[config.mk]
export PLATFORM = sky130hd
export DESIGN_NAME = sensor_filter
export DESIGN_NICKNAME = d
export VERILOG_FILES = /design/src/rtl/sensor_filter.sv
export SDC_FILE = /design/constraint.sdc
export NUM_CORES = 1
export LEC_CHECK = 0
export CELL_PAD_IN_SITES_DETAIL_PLACEMENT = 1
export CELL_PAD_IN_SITES_GLOBAL_PLACEMENT = 1
export CORE_MARGIN = 3
export CORE_UTILIZATION = 45
export CTS_CLUSTER_DIAMETER = 30
export DETAILED_ROUTE_END_ITERATION = 8
export HOLD_SLACK_MARGIN = 0.15
export PLACE_DENSITY = 0.83
export SKIP_LAST_GASP = 1
export SLEW_MARGIN = 10
export SYNTH_ARGS = -nofsm -noshare
export SYNTH_HDL_FRONTEND = slang
export SYNTH_SLANG_ARGS = --single-unit
[constraint.sdc]
create_clock -name clk -period 3.43 [get_ports clk]
set_clock_uncertainty 0.05 [all_clocks]
set_input_delay 0.686 -clock clk [delete_from_list [all_inputs] [get_ports clk]]
set_output_delay 0.686 -clock clk [all_outputs]
set_load 0.005 [all_outputs]
[src/rtl/sensor_filter.sv]
// Two-channel moving-average filter (window 2^LOG2_WIN) for cry volume and heart rate; 1-cycle latency, no backpressure.
// Optional outlier rejection of 0x00/0xFF samples is compiled in with SENSOR_OUTLIER_REJECT_EN.
module sensor_filter #(
    parameter int LOG2_WIN = 3
) (
    input  logic       clk,
    input  logic       reset,
    input  logic [7:0] rawHuil,
    input  logic [7:0] rawHart,
    input  logic       sampleValid,
    output logic [7:0] huilVolume,
    output logic [7:0] hartRitme,
    output logic       filtValid,
    output logic       newSample,
    output logic [3:0] faultCnt
);

    localparam int N  = 1 << LOG2_WIN;
    localparam int SW = 8 + LOG2_WIN;
    localparam logic [LOG2_WIN-1:0] PTR_ONE = 1;
    localparam logic [LOG2_WIN:0]   CNT_ONE = 1;

    logic [7:0]          huil_buf_q [N];
    logic [7:0]          hart_buf_q [N];
    logic [SW-1:0]       huil_sum_q, huil_sum_d;
    logic [SW-1:0]       hart_sum_q, hart_sum_d;
    logic [LOG2_WIN-1:0] ptr_q;
    logic [LOG2_WIN:0]   cnt_q;
    logic [7:0]          huil_out_q, hart_out_q;
    logic                new_q;
    logic [7:0]          huil_in, hart_in;

`ifdef SENSOR_OUTLIER_REJECT_EN
    logic [7:0] last_huil_q, last_hart_q;
    logic [3:0] fault_q;
    logic       huil_rej, hart_rej;

    always_comb begin
        huil_rej = (rawHuil == 8'h00) || (rawHuil == 8'hFF);
        hart_rej = (rawHart == 8'h00) || (rawHart == 8'hFF);
        huil_in  = huil_rej ? last_huil_q : rawHuil;
        hart_in  = hart_rej ? last_hart_q : rawHart;
    end

    // The substituted value counts as accepted, so it also becomes the new "last" sample.
    always_ff @(posedge clk) begin
        if (reset) begin
            last_huil_q <= 8'h00;
            last_hart_q <= 8'h00;
            fault_q     <= 4'h0;
        end else if (sampleValid) begin
            last_huil_q <= huil_in;
            last_hart_q <= hart_in;
            if ((huil_rej || hart_rej) && (fault_q != 4'hF))
                fault_q <= fault_q + 4'h1;
        end
    end

    assign faultCnt = fault_q;
`else
    assign huil_in  = rawHuil;
    assign hart_in  = rawHart;
    assign faultCnt = 4'h0;
`endif

    // The outgoing entry is always part of the sum, so the subtraction cannot underflow.
    always_comb begin
        huil_sum_d = huil_sum_q + SW'(huil_in) - SW'(huil_buf_q[ptr_q]);
        hart_sum_d = hart_sum_q + SW'(hart_in) - SW'(hart_buf_q[ptr_q]);
    end

    always_ff @(posedge clk) begin
        if (reset) begin
            for (int i = 0; i < N; i++) begin
                huil_buf_q[i] <= 8'h00;
                hart_buf_q[i] <= 8'h00;
            end
            huil_sum_q <= '0;
            hart_sum_q <= '0;
            ptr_q      <= '0;
            cnt_q      <= '0;
            huil_out_q <= 8'h00;
            hart_out_q <= 8'h00;
            new_q      <= 1'b0;
        end else begin
            new_q <= sampleValid;
            if (sampleValid) begin
                huil_buf_q[ptr_q] <= huil_in;
                hart_buf_q[ptr_q] <= hart_in;
                huil_sum_q        <= huil_sum_d;
                hart_sum_q        <= hart_sum_d;
                ptr_q             <= ptr_q + PTR_ONE;
                huil_out_q        <= huil_sum_d[SW-1:LOG2_WIN];
                hart_out_q        <= hart_sum_d[SW-1:LOG2_WIN];
                // N is a power of two, so the count is full exactly when its MSB is set.
                if (!cnt_q[LOG2_WIN])
                    cnt_q <= cnt_q + CNT_ONE;
            end
        end
    end

    assign huilVolume = huil_out_q;
    assign hartRitme  = hart_out_q;
    assign filtValid  = cnt_q[LOG2_WIN];
    assign newSample  = new_q;

endmodule

==> reports/metrics.cfg, run 1 <==
[outcome]
status = complete, but fails checks
failed_checks = negative setup slack

[critical_path]
r2r_cells = 15
worst_ep_required_time_ps = 3690
end_kind = register
startpoint_type = register
timing.rr.end = huil_sum_q[10]
path_class = reg2reg
reg2reg_setup_slack_ps = -210
cp_max_fo = 6
arrival_ps = 3900

[power_and_ir_drop]
p_per_area_nw_per_um2 = 740.9
vdd_drop_max_v = 0.0003674
leakage_uw = 0.003902

[global_route]
grt_max_degree = 63
antenna_found_initial = 0
grt_first_pass_wirelength_um = 47190
grt_pass1_vias = 7304
overflow = 0
grtUsageTotal = 0.3110

[route]
drt_iter0_drc = 785
wirelength_um = 31970
drtAntennaViolNets = 0
first_pass_iters = 5
drc_errors = 0
num_vias = 6863
viasPerCell = 6.657
wl_per_cell_um = 31.01

[cts]
htreeDepth = 4
cts.sinks = 161
clock_tree.root_cell = clkbuf_16
clk_path_buf_depth = 2
hold_buffers = 0
cts.clk_slew.worst_paths_ps = 70
cts_tree = done
numCtsBuffers = 17
clock_latency_ps = 430

[timing]
setup_viol = 13
tightest_slew_ps = 1060
fmax_ghz = 0.2747
rsz0062_at_grt = true
setup_ws_ps = -210.5
final-hold-violation-count = 0
setup_tns_ps = -1684
min_period_ps = 3641
relSlewSlack = 0.2924
min_period_over_period = 1.061
slew_viol_final = 0

[floorplan]
core_area_sq_um = 18390
start_util = 0.4680
fp.dieH_um = 144.3
num_rows = 49
die_x_um = 144.3
dieArea_sq_um = 20820
io_pins = 41

[logic_synthesis]
yosysWarnings = 0
syn_avg_cell_area_sq_um = 12.00
synth_flop_cell = edfxtp_1
synth_cell_types = 57
netlist_instances = 717
synth-edff-count = 128
yosysTopAreaCell = edfxtp_1
syn-cell-area_sq_um = 8607
synth_top_area_share = 0.4466
synth_area_leaders = edfxtp_1 45%, mux4_2 8.4%, dfxtp_1 7.7%
async_reset_ff_frac = 0
yosysSeqAreaShare = 0.5233
synth-seq-cells = 161

[final_layout]
final_cell_mix = 128 x edfxtp_1, 73 x buf_4, 58 x nor4_1
layout.nets = 849
post_route_cells_drive_above_1_share = 0.2859
final_common_cell = edfxtp_1
post-route-util = 0.5804
synthToLayoutAreaGrowth_pct = 24.03
n_fill_cell = 1805
ff_latch_area_sq_um = 4508
multi_input_area_sq_um = 3901

[place]
place.gp.congestion = 0.8032
hpwl_um = 16730
place.port_buffers = 36

[min_path]
min_from = hart_sum_q[2]
min_to = hart_sum_q[2]
hold_depth = 2
hp-class = reg2reg

[flow_run]
cap_violations = 0

Yosys cell counts (all sizes together), types with 14 or more instances:
cell,count
buf,34
a21oi,19
edfxtp,128
nor3,56
and2,31
fa,16
inv,59
nor2,26
clkinv,14
mux2,18
clkbuf,38
mux4,32
dfxtp,33
nor4,59
nand2,21
ha,24
worst max-delay path, cell delays in order (launching register included):
cell and delay, ps:
dfxtp_4 410, buf_12 150, buf_12 120, mux4_2 490, mux2_2 300, fa_1 520
inv_1 110, ha_4 300, o211a_1 150, o31a_1 190, buf_4 140, buf_6 100
o21ai_4 70, buf_4 170, a31oi_4 170, nand3_2 80
routing by layer:
metal	vias up	track usage	routed length, um
met5	-	0	0
met4	0	0.1478	1426
met3	116	0.07110	2691
met2	466	0.5311	16210
met1	3497	0.3730	11650
li1	2784	-	-
flip-flops by register name (all words and copies together) (netlist names), named ones only:
signal,count
cnt_q,4
hart_buf_q,64
hart_sum_q,11
huil_buf_q,64
huil_sum_q,11
newSample,1
ptr_q,3
cell type report:
| cell class | count | share of cell area |
|---|---|---|
| clock buffers | 19 | 0.04055 |
| repair buffers | 123 | 0.1060 |
| diodes | 1 | 0.0002344 |
| flip-flops and latches | 161 | 0.4223 |
| inverters | 73 | 0.02567 |
| well taps | 229 | 0.02684 |
| multi-input cells | 414 | 0.3654 |
| clock inverters | 11 | 0.01301 |
how the worst max path moves through the flow:
stage | startpoint | slack [ps] | to | depth (start not counted)
after floorplan | register | -20 | hart_sum_q[10] | 12
after global placement | rawHart[1] | -90 | hart_sum_q[10] | 10
after detailed placement | rawHuil[1] | -260 | huil_sum_q[8] | 9
after CTS | register | -140 | huil_sum_q[8] | 14
after global routing | register | -250 | huil_sum_q[8] | 12
final | register | -210 | huil_sum_q[10] | 15
cells by family (layout without fill, tap and decap cells):
| logic type | after synthesis | in the layout | share of synthesized area |
|---|---|---|---|
| AO/OA/AOI/OAI | 66 | 66 | 0.05263 |
| XOR/XNOR | 8 | 8 | 0.008141 |
| adder cells (fa/ha/maj) | 40 | 40 | 0.07210 |
| buffers and inverters | 145 | 226 | 0.07298 |
| flip-flops | 161 | 161 | 0.5233 |
| multiplexers | 62 | 62 | 0.1212 |
| other | 1 | 5 | 0.0004357 |
| AND/OR/NAND/NOR | 234 | 234 | 0.1492 |
stage by stage:
stage | hold WS (ps) | std cells | total power, uW | worst slack [ps] | area [sq um]
final | 439.4 | 1031 | 7909 | -210.5 | 10680
after global routing | 486.2 | 1030 | 8156 | -246.3 | 10670
after floorplan | 404.4 | 720 | 4038 | -21.25 | 8703
after CTS | 447.9 | 1027 | 7396 | -139.2 | 10580
after detailed placement | 435.2 | 981 | 4908 | -257.9 | 9523
after global placement | 420.2 | 981 | 4728 | -85.85 | 9523
report_power, final:
| group | leakage (uW) | internal (uW) | switching [uW] | total, uW |
|---|---|---|---|---|
| registers | 0.00160 | 2280 | 137 | 2410 |
| clock network | 0.000276 | 1130 | 827 | 1960 |
| logic | 0.00203 | 1650 | 1880 | 3530 |
| total | 0.00390 | 5060 | 2850 | 7910 |
what timing repair did:
action                                  CTS  global route
endpoints found under the hold margin     0             0
gates cloned                              2             0
pin swaps                                28            18
gates resized for setup                  58            24
endpoints found under the setup margin   13            15
buffers inserted                         14             5
Note: power is estimated with default switching activity, not from simulation.
==> run 2: changes to the inputs <==
--- a/config.mk
+++ b/config.mk
@@ -11,8 +11,10 @@
 export CORE_UTILIZATION = 45
 export CTS_CLUSTER_DIAMETER = 30
 export DETAILED_ROUTE_END_ITERATION = 8
+export GPL_TIMING_DRIVEN = 0
 export HOLD_SLACK_MARGIN = 0.15
 export PLACE_DENSITY = 0.83
+export RECOVER_POWER = 100
 export SKIP_LAST_GASP = 1
 export SLEW_MARGIN = 10
 export SYNTH_ARGS = -nofsm -noshare
==> run 2 against run 1 <==
Against the previous run: the flow still finishes with violations (negative setup slack); count of clock-buffer cells in the layout is 2 lower; final cell count is 1.9% higher; flip-flop and latch count stayed put; clock power is 3% higher; design area is 0.24% higher; total power is 2.3% lower; hold slack better by 22 ps; via count is 5.4% lower; die area stayed put.
==> reports/metrics.cfg, run 2 (synthesized netlist as in run 1, its figures left out) <==
[global_route]
grt_pass1_vias = 7031
antenna_found_initial = 0
grt_max_degree = 17
grtUsageTotal = 0.2674
overflow = 0
grt_first_pass_wirelength_um = 41390

[critical_path]
worst_ep_required_time_ps = 3740
max_stage_delay_ps = 580
cp_max_fo = 7
timing.rr.end = huil_sum_q[9]
end_kind = register
arrival_ps = 4020
startpoint_type = register
reg2reg_setup_slack_ps = -280
crit_chain = clkbuf_16, buf_12, buf_6, mux4_2, mux2_4, fa_2, inv_1, ha_1, a21o_1, nand3_2, a211oi_2, buf_4, o21ai_0, o311ai_1
r2r_cells = 14
crit_slowest_cell = fa_2
path_class = reg2reg
timing.critical_path.to = huil_sum_q[9]

[timing]
rsz0062_at_grt = true
fmax_ghz = 0.2692
min_period_ps = 3715
setup_viol = 14
min_period_over_period = 1.083
slew_viol_final = 0
final-hold-violation-count = 0
relSlewSlack = 0.02561
setup_ws_ps = -284.7
tightest_slew_ps = 1448

[final_layout]
final_area_sq_um = 10700
antenna_cells = 0
stdcell_count = 1051
final_cell_mix = 128 x edfxtp_1, 59 x nor4_1, 56 x nor3_1
final_common_cell = edfxtp_1
synthToLayoutAreaGrowth_pct = 24.32
layout.nets = 869
post_route_cells_drive_above_1_share = 0.2640
reg_top3 = hart_buf_q x64, huil_buf_q x64

[route]
drt_iter0_drc = 467
wl_per_cell_um = 26.73
first_pass_iters = 6
drc_errors = 0
viasPerCell = 6.174
wirelength_um = 28090
drtAntennaViolNets = 0
num_vias = 6489

[place]
dpl_cell_area_sq_um = 9407
place.port_buffers = 36
place_ws_ps = -585.1
hpwl_um = 17450
dp.cells = 988
place.gp.congestion = 0.8502

[cts]
htreeDepth = 4
cts.clk_slew.worst_paths_ps = 70
clock_tree.root_cell = clkbuf_16
clk_path_buf_depth = 2
cts.sinks = 161
cts_tree = done
hold_buffers = 0
clock_latency_ps = 460
numCtsBuffers = 17

[outcome]
status = complete, but fails checks
failed_checks = negative setup slack

[power_and_ir_drop]
vdd_drop_max_v = 0.0003640
leakage_uw = 0.003928
p_per_area_nw_per_um2 = 722.5

[min_path]
hold_depth = 2
hp-class = reg2reg

[floorplan]
dieArea_sq_um = 20820
start_util = 0.4680
core_area_sq_um = 18390
die_x_um = 144.3
io_pins = 41
num_rows = 49
fp.dieH_um = 144.3

[flow_run]
cap_violations = 0

==> run 2: changes by cell type in the layout (fill, tap and decap cells not counted), sizes merged, moves of 4 or more <==
cell	previous run	this run
clkbuf	19	56
dlygate4sd3	0	15
clkdlybuf4s50	36	21
clkinv	19	15
buf	87	68
inv	60	67
==> run 2: layout make-up <==
cell class | instances | area [sq um]
Inverter | 73 | 274.0
Fill cell | 1844 | 7692
Buffer | 67 | 391.6
Tap cell | 229 | 286.5
Timing Repair Buffer | 76 | 788.3
Clock inverter | 14 | 171.4
Sequential cell | 161 | 4506
Clock buffer | 17 | 425.4
Multi-Input combinational cell | 414 | 3857
==> run 2: metrics by stage <==
step	power [uW]	utilization	hold slack [ps]	setup TNS, ps
3_3_place_gp	4546	0.5084	416.2	-65640
6_report	7731	0.5818	461.5	-1990
4_1_cts	7227	0.5714	458.0	-1036
3_5_place_dp	4685	0.5114	442.7	-5151
2_1_floorplan	4038	-	404.4	-21.25
5_1_grt	8049	0.5818	496.3	-4860
==> run 2: worst min path at each step <==
| stage | start | to | slack [ps] |
|---|---|---|---|
| final | hart_sum_q[2] | hart_sum_q[2] | 460 |
| after global routing | hart_sum_q[2] | hart_sum_q[2] | 500 |
| after CTS | huil_sum_q[6] | huil_sum_q[6] | 460 |
| after detailed placement | huil_sum_q[6] | huil_sum_q[6] | 440 |
| after global placement | huil_sum_q[1] | huil_sum_q[1] | 420 |
| after floorplan | huil_sum_q[4] | huil_sum_q[4] | 400 |
==> run 2: what timing repair did <==
item,CTS,global route
endpoints found under the setup margin,16,17
resized for setup,61,34
gates cloned,2,0
pin swaps,36,25
buffers inserted,25,13
==> run 2: critical path: cells and delay by family, from the launching register on <==
kind                     cells  cell delay, ps
AND/OR/NAND/NOR              1             180
adder cells (fa/ha/maj)      2             910
flip-flops                   1             350
multiplexers                 2             790
buffers and inverters        5             620
AO/OA/AOI/OAI                4             720
==> run 2: power breakdown <==
part	total [uW]	switching, uW	leakage (uW)	internal [uW]
clock network	2010	909	0.000285	1100
registers	2390	117	0.00160	2280
logic	3330	1740	0.00205	1600
total	7730	2760	0.00393	4970
==> run 2: per-layer routing <==
metal	track usage	share of wire	up-vias
li1	-	-	2820
met1	0.3227	0.39	3362
met2	0.4845	0.54	245
met3	0.05589	0.047	62
met4	0.07462	0.024	0
met5	0	0	-
==> run 3: changes to the inputs <==
--- a/config.mk
+++ b/config.mk
@@ -5,6 +5,7 @@
 export SDC_FILE = /design/constraint.sdc
 export NUM_CORES = 1
 export LEC_CHECK = 0
+export ABC_CLOCK_PERIOD_IN_PS = 3430
 export CELL_PAD_IN_SITES_DETAIL_PLACEMENT = 1
 export CELL_PAD_IN_SITES_GLOBAL_PLACEMENT = 1
 export CORE_MARGIN = 3
==> results of run 3 <==
The final DEF is identical to that of run 2; final timing and power are the same.
